File: src/rtl/fwd_hazard_unit_pkg.sv
// Shared definitions for the forwarding/hazard controller: regfile select code,
// MULT/DIV FSM encoding and the select-width helper.
package fwd_hazard_unit_pkg;

  localparam int SEL_REGFILE = 0;

  typedef enum logic {
    MD_IDLE = 1'b0,
    MD_BUSY = 1'b1
  } md_state_e;

  function automatic int sel_width(input int num_fwd);
    return $clog2(num_fwd + 1);
  endfunction

endpackage

File: src/rtl/fwd_hazard_unit_fwd_src_match.sv
// Youngest-first producer match for one ID-stage source operand.
// Combinational: sel = winning stage + 1 (0 = regfile), hazard = winner not ready.
module fwd_src_match
  import fwd_hazard_unit_pkg::*;
#(
  parameter int REG_AW  = 5,
  parameter int NUM_FWD = 3,
  parameter int SEL_W   = 2
) (
  input  logic [REG_AW-1:0]         src_i,
  input  logic                      used_i,
  input  logic [NUM_FWD*REG_AW-1:0] stg_wr_addr_i,
  input  logic [NUM_FWD-1:0]        stg_wr_en_i,
  input  logic [NUM_FWD-1:0]        stg_wr_ready_i,
  output logic [SEL_W-1:0]          sel_o,
  output logic                      hazard_o
);

  // Walk oldest to youngest so the youngest match is the last one written.
  always_comb begin
    sel_o    = SEL_W'(SEL_REGFILE);
    hazard_o = 1'b0;
    for (int k = NUM_FWD - 1; k >= 0; k--) begin
      if (used_i && stg_wr_en_i[k] &&
          (stg_wr_addr_i[k*REG_AW +: REG_AW] != '0) &&
          (stg_wr_addr_i[k*REG_AW +: REG_AW] == src_i)) begin
        sel_o    = SEL_W'(k + 1);
        hazard_o = !stg_wr_ready_i[k];
      end
    end
  end

endmodule

File: src/rtl/fwd_hazard_unit.sv
// Forwarding select, load-use / MULT-DIV stall generation and stall counter.
// Selects and stalls are combinational; MD busy tracking and stall_cnt are registered.
module fwd_hazard_unit
  import fwd_hazard_unit_pkg::*;
#(
  parameter int REG_AW  = 5,
  parameter int NUM_SRC = 2,
  parameter int NUM_FWD = 3,
  parameter int MD_LAT  = 4,
  parameter int CNT_W   = 16
) (
  input  logic                                      clk,
  input  logic                                      rst,
  input  logic                                      id_valid,
  input  logic [NUM_SRC*REG_AW-1:0]                 id_src,
  input  logic [NUM_SRC-1:0]                        id_src_used,
  input  logic                                      id_is_md,
  input  logic                                      id_reads_hilo,
  input  logic [NUM_FWD*REG_AW-1:0]                 stg_wr_addr,
  input  logic [NUM_FWD-1:0]                        stg_wr_en,
  input  logic [NUM_FWD-1:0]                        stg_wr_ready,
  output logic [NUM_SRC*sel_width(NUM_FWD)-1:0]     fwd_sel,
  output logic                                      stall,
  output logic                                      bubble_ex,
  output logic                                      md_busy,
  output logic                                      md_start,
  output logic [CNT_W-1:0]                          stall_cnt
);

  localparam int SEL_W = sel_width(NUM_FWD);
  localparam int MDC_W = $clog2(MD_LAT + 1);
  // The issue cycle itself counts toward the latency, so the unit frees up one
  // count early; a single-cycle unit still spends one cycle in BUSY.
  localparam int MD_DONE = (MD_LAT > 1) ? 2 : 1;

  logic [NUM_SRC*SEL_W-1:0] sel_raw;
  logic [NUM_SRC-1:0]       src_haz;
  logic                     load_use;
  logic                     md_haz;
  md_state_e                state_q, state_d;
  logic [MDC_W-1:0]         md_cnt_q, md_cnt_d;
  logic [CNT_W-1:0]         stall_cnt_q, stall_cnt_d;

  for (genvar i = 0; i < NUM_SRC; i++) begin : g_src
    fwd_src_match #(
      .REG_AW  (REG_AW),
      .NUM_FWD (NUM_FWD),
      .SEL_W   (SEL_W)
    ) u_match (
      .src_i          (id_src[i*REG_AW +: REG_AW]),
      .used_i         (id_src_used[i]),
      .stg_wr_addr_i  (stg_wr_addr),
      .stg_wr_en_i    (stg_wr_en),
      .stg_wr_ready_i (stg_wr_ready),
      .sel_o          (sel_raw[i*SEL_W +: SEL_W]),
      .hazard_o       (src_haz[i])
    );
  end

  assign load_use  = |src_haz;
  assign md_haz    = id_valid && (id_is_md || id_reads_hilo) && md_busy;
  assign stall     = !rst && id_valid && (load_use || md_haz);
  assign bubble_ex = stall;
  assign md_start  = !rst && id_valid && id_is_md && !stall;
  assign fwd_sel   = rst ? '0 : sel_raw;
  assign stall_cnt = stall_cnt_q;

  always_ff @(posedge clk) begin
    if (rst) begin
      state_q     <= MD_IDLE;
      md_cnt_q    <= '0;
      stall_cnt_q <= '0;
    end else begin
      state_q     <= state_d;
      md_cnt_q    <= md_cnt_d;
      stall_cnt_q <= stall_cnt_d;
    end
  end

  always_comb begin
    state_d  = state_q;
    md_cnt_d = md_cnt_q;
    case (state_q)
      MD_IDLE: begin
        if (md_start) begin
          state_d  = MD_BUSY;
          md_cnt_d = MDC_W'(MD_LAT);
        end
      end
      MD_BUSY: begin
        md_cnt_d = md_cnt_q - 1'b1;
        if (int'(md_cnt_q) <= MD_DONE) begin
          state_d  = MD_IDLE;
          md_cnt_d = '0;
        end
      end
      default: begin
        state_d  = MD_IDLE;
        md_cnt_d = '0;
      end
    endcase
  end

  always_comb begin
    md_busy = !rst && (state_q == MD_BUSY);
  end

  always_comb begin
    stall_cnt_d = stall_cnt_q;
    if (stall && (stall_cnt_q != '1)) begin
      stall_cnt_d = stall_cnt_q + 1'b1;
    end
  end

endmodule

File: config.mk
export PLATFORM = sky130hd
export DESIGN_NAME = fwd_hazard_unit
export DESIGN_NICKNAME = d
export VERILOG_FILES = /design/src/rtl/fwd_hazard_unit_pkg.sv /design/src/rtl/fwd_hazard_unit_fwd_src_match.sv /design/src/rtl/fwd_hazard_unit.sv
export SDC_FILE = /design/constraint.sdc
export NUM_CORES = 1
export LEC_CHECK = 0
export BUFFER_PORTS_ARGS = -buffer_cell sky130_fd_sc_hd__clkbuf_2
export CORE_MARGIN = 4
export CORE_UTILIZATION = 30
export CTS_BUF_LIST = sky130_fd_sc_hd__clkbuf_4
export CTS_CLUSTER_DIAMETER = 120
export DETAILED_ROUTE_END_ITERATION = 10
export PLACE_DENSITY = 0.64
export SLEW_MARGIN = 25
export SYNTH_ARGS = -nofsm -noshare
export SYNTH_HDL_FRONTEND = slang
export SYNTH_SLANG_ARGS = --single-unit
File: constraint.sdc
create_clock -name clk -period 4.2 [get_ports clk]
set_input_delay 1.26 -clock clk [delete_from_list [all_inputs] [get_ports clk]]
set_output_delay 1.26 -clock clk [all_outputs]
set_load 0.05 [all_outputs]
==> run summary <==
Outcome - finished with violations
Failing checks - negative setup slack
Seq pwr share - 0.406
Setup slack after layout - -18.3 ps
Vias per cell - 4.90
Ant. Diodes - 0
I/O Buffers - 61
Synth cell types - 44
CTS clk-pin slew, worst paths - 120 ps
Final Skew - 13.0 ps
Synth Warn # - 0
FF-to-FF setup slack - 1840 ps
Main flop type after synthesis - dfxtp_1
Fmax - 237 MHz
CTS Buf Count - 3
Pleak - 1.03 nW
Ys async rst share - 0
Hold path depth - 1
Max Cap Viol - 0
DRC Markers - 0
Starting Density - 0.315
CP Capture Type - primary output
First-pass GRT wire length - 8.11 mm
HP Class - reg2reg
CP Data Arrival Time - 2960 ps
HP Start - stall_cnt[15]$_SDFFE_PP0P_
Drt wl/cell - 13.2 um
Synth Net Count - 249
Placed Area - 2290 um2
Pre-antenna DRT Iters - 4
Post-synth EDFFs - 0
Crit-path slowest cell - nor4_1
Max IR drop VDD - 0.0926 mV
Crit Reg-Reg Endpoint - stall_cnt[13]$_SDFFE_PP0P_
Final Hold Vio Count - 0
CORE AREA - 5200 um2
Clock sinks - 20
Ports - 62
Worst Reg2Reg Path Length in Cells - 8
Slowest cell delay on critical path - 280 ps
Sequential cell area fraction in the yosys report - 0.244
Proportion of power drawn by the clock network - 0.348
Fin area - 2450 um2
Clock Path Buffers - 2
Final Util - 0.471
Worst slew pin tran - 618 ps
Later-pin clock latency in the skew report - 320 ps
Synth Cell Area - 1640 um2
Routability cong. - 0.882
Post-Syn Instances - 208
Worst Setup SP - id_src[7]
Hold Path Sink - stall_cnt[15]$_SDFFE_PP0P_
GRT Total Usage - 0.151
Largest net degree at the start of global routing - 33
Hold buffers post-CTS - 0
Antenna-violating nets left - 0
Setup CP Type - in2out
Yosys reg bits - 20
Most frequent cells in the layout - 53 x clkbuf_2, 38 x buf_4, 20 x nand2_1, 20 x dfxtp_1, 17 x xnor2_1
Reg2reg start - stall_cnt[4]$_SDFFE_PP0P_
Cell chain of the critical path - clkbuf_2, xor2_1, nor4_1, nand4_1, nor4b_4, nor3_2, and2_4, nand3_4, clkinvlp_4, buf_12
Fin nets - 345
Crit-path leading delay family - simple AND/OR/NAND/NOR gates
Die Span Y - 81.9 um
Initial antenna violation count - 0
GRT overflow - 0
CTS root buf - clkbuf_4
CTS tree - built
Worst relative slew slack - 0.585
Pins Over Slew Limit - 0
Mean area per synthesized cell - 7.89 um2
Via count - 1826
Pint - 0.346 mW
Crit-path max FO - 3
WP buf/inv - 3
Routed wire length - 4.93 mm
Hpwl dp - 3.96 mm
RSZ-0062 raised after global routing - true
Die Area - 6710 um2
H-tree lvl count - 1
Via count of the first global-routing pass - 1776
Most common cell after layout, fill and taps aside - clkbuf_2
Sw frac - 0.270
Comb pwr share - 0.246
# setup viols final - 1
Worst setup SP type - primary input
P per Cell Area - 193 nW/um2
Share of post-route cells with drive strength above 1 - 0.403
Layout area overhead - 49.4%
Psw - 0.128 mW
Die Width - 81.9 um
Hold slack - 505 ps
Core Rows - 26
Initial DRC Count - 137
Tmin final - 4220 ps
CP required - 2940 ps
Crit share post-route - 1.00
[routing by layer]
| layer | vias to the layer above | share of wire | track usage |
|---|---|---|---|
| met5 | - | 0 | 0 |
| met4 | 0 | 0.018 | 0.0399 |
| met3 | 8 | 0.030 | 0.0121 |
| met2 | 33 | 0.50 | 0.268 |
| met1 | 829 | 0.45 | 0.196 |
| li1 | 956 | - | - |
[cells by family (layout without fill, tap and decap cells)]
| kind of cell | after synthesis | after routing | synth area share |
|---|---|---|---|
| adders and majority gates | 3 | 3 | 0.0229 |
| muxes | 7 | 7 | 0.0519 |
| buffers and inverters | 13 | 108 | 0.0374 |
| AOI/OAI and AO/OA | 32 | 32 | 0.129 |
| DFF | 20 | 20 | 0.244 |
| xor gates and xnor gates | 32 | 32 | 0.171 |
| and+or+nand+nor | 101 | 101 | 0.344 |
[Yosys cell counts, types with 2 or more instances]
cell	count	share of area
inv_1	6	0.014
or3_1	2	0.0076
nor4_1	7	0.027
clkbuf_1	4	0.0092
nor3_1	8	0.024
nor4b_1	2	0.011
o31ai_1	5	0.023
xor2_1	15	0.080
o41ai_1	2	0.011
nand3_1	10	0.031
nand2_1	20	0.046
a21oi_1	13	0.040
and4_1	3	0.016
dfxtp_1	20	0.24
nand4_1	7	0.027
ha_1	3	0.023
and3_1	4	0.015
o21ai_0	2	0.0061
or4_4	2	0.014
a211oi_1	2	0.0092
and2_1	2	0.0076
nor2_1	16	0.037
nor2b_1	9	0.034
mux2_4	2	0.018
or4_1	4	0.018
xnor2_1	17	0.091
mux2_2	4	0.027
[how the worst max path moves through the flow]
stage                end  cells past startpoint
2_1_floorplan      stall                     10
3_3_place_gp       stall                      9
3_5_place_dp   bubble_ex                      9
4_1_cts         md_start                     10
5_1_grt         md_start                     10
6_report        md_start                     10
[stage by stage]
step | instances | setup slack [ps] | power (mW) | TNS (ps)
2_1_floorplan | 208 | -172 | 0.246 | -368
3_3_place_gp | 365 | -111 | 0.305 | -306
3_5_place_dp | 365 | -137 | 0.306 | -400
4_1_cts | 372 | 4.85 | 0.471 | 0
5_1_grt | 373 | -133 | 0.494 | -300
6_report | 373 | -18.3 | 0.474 | -18.3
[state kept, by name, indices dropped and copies added, names as in the netlist]
name       flops
stall_cnt     16
state_q        1
md_cnt_q       3
[power by group through the flow]
stage	combinational, mW	clock (mW)	sequential, mW
detailed placement	0.110	0	0.197
floorplan	0.0487	0	0.197
CTS	0.114	0.165	0.192
global placement	0.109	0	0.197
global route	0.127	0.174	0.193
finish	0.116	0.165	0.193
[area by class of cell]
class	count	area, um2
repair buffers	98	647
well taps	70	87.6
clock buffers	3	22.5
inverters	6	26.3
clock inverters	1	30.0
fillers	532	2750
multi-input cells	175	1240
flip-flops and latches	20	400
[what timing repair did]
| item | in CTS | in global routing |
|---|---|---|
| setup buffers | 3 | 1 |
| resized for setup | 10 | 17 |
| pin swaps | 6 | 7 |
| gates cloned | 0 | 0 |
| endpoints found under the setup margin | 3 | 4 |
Note: power is estimated with default switching activity, not from simulation.
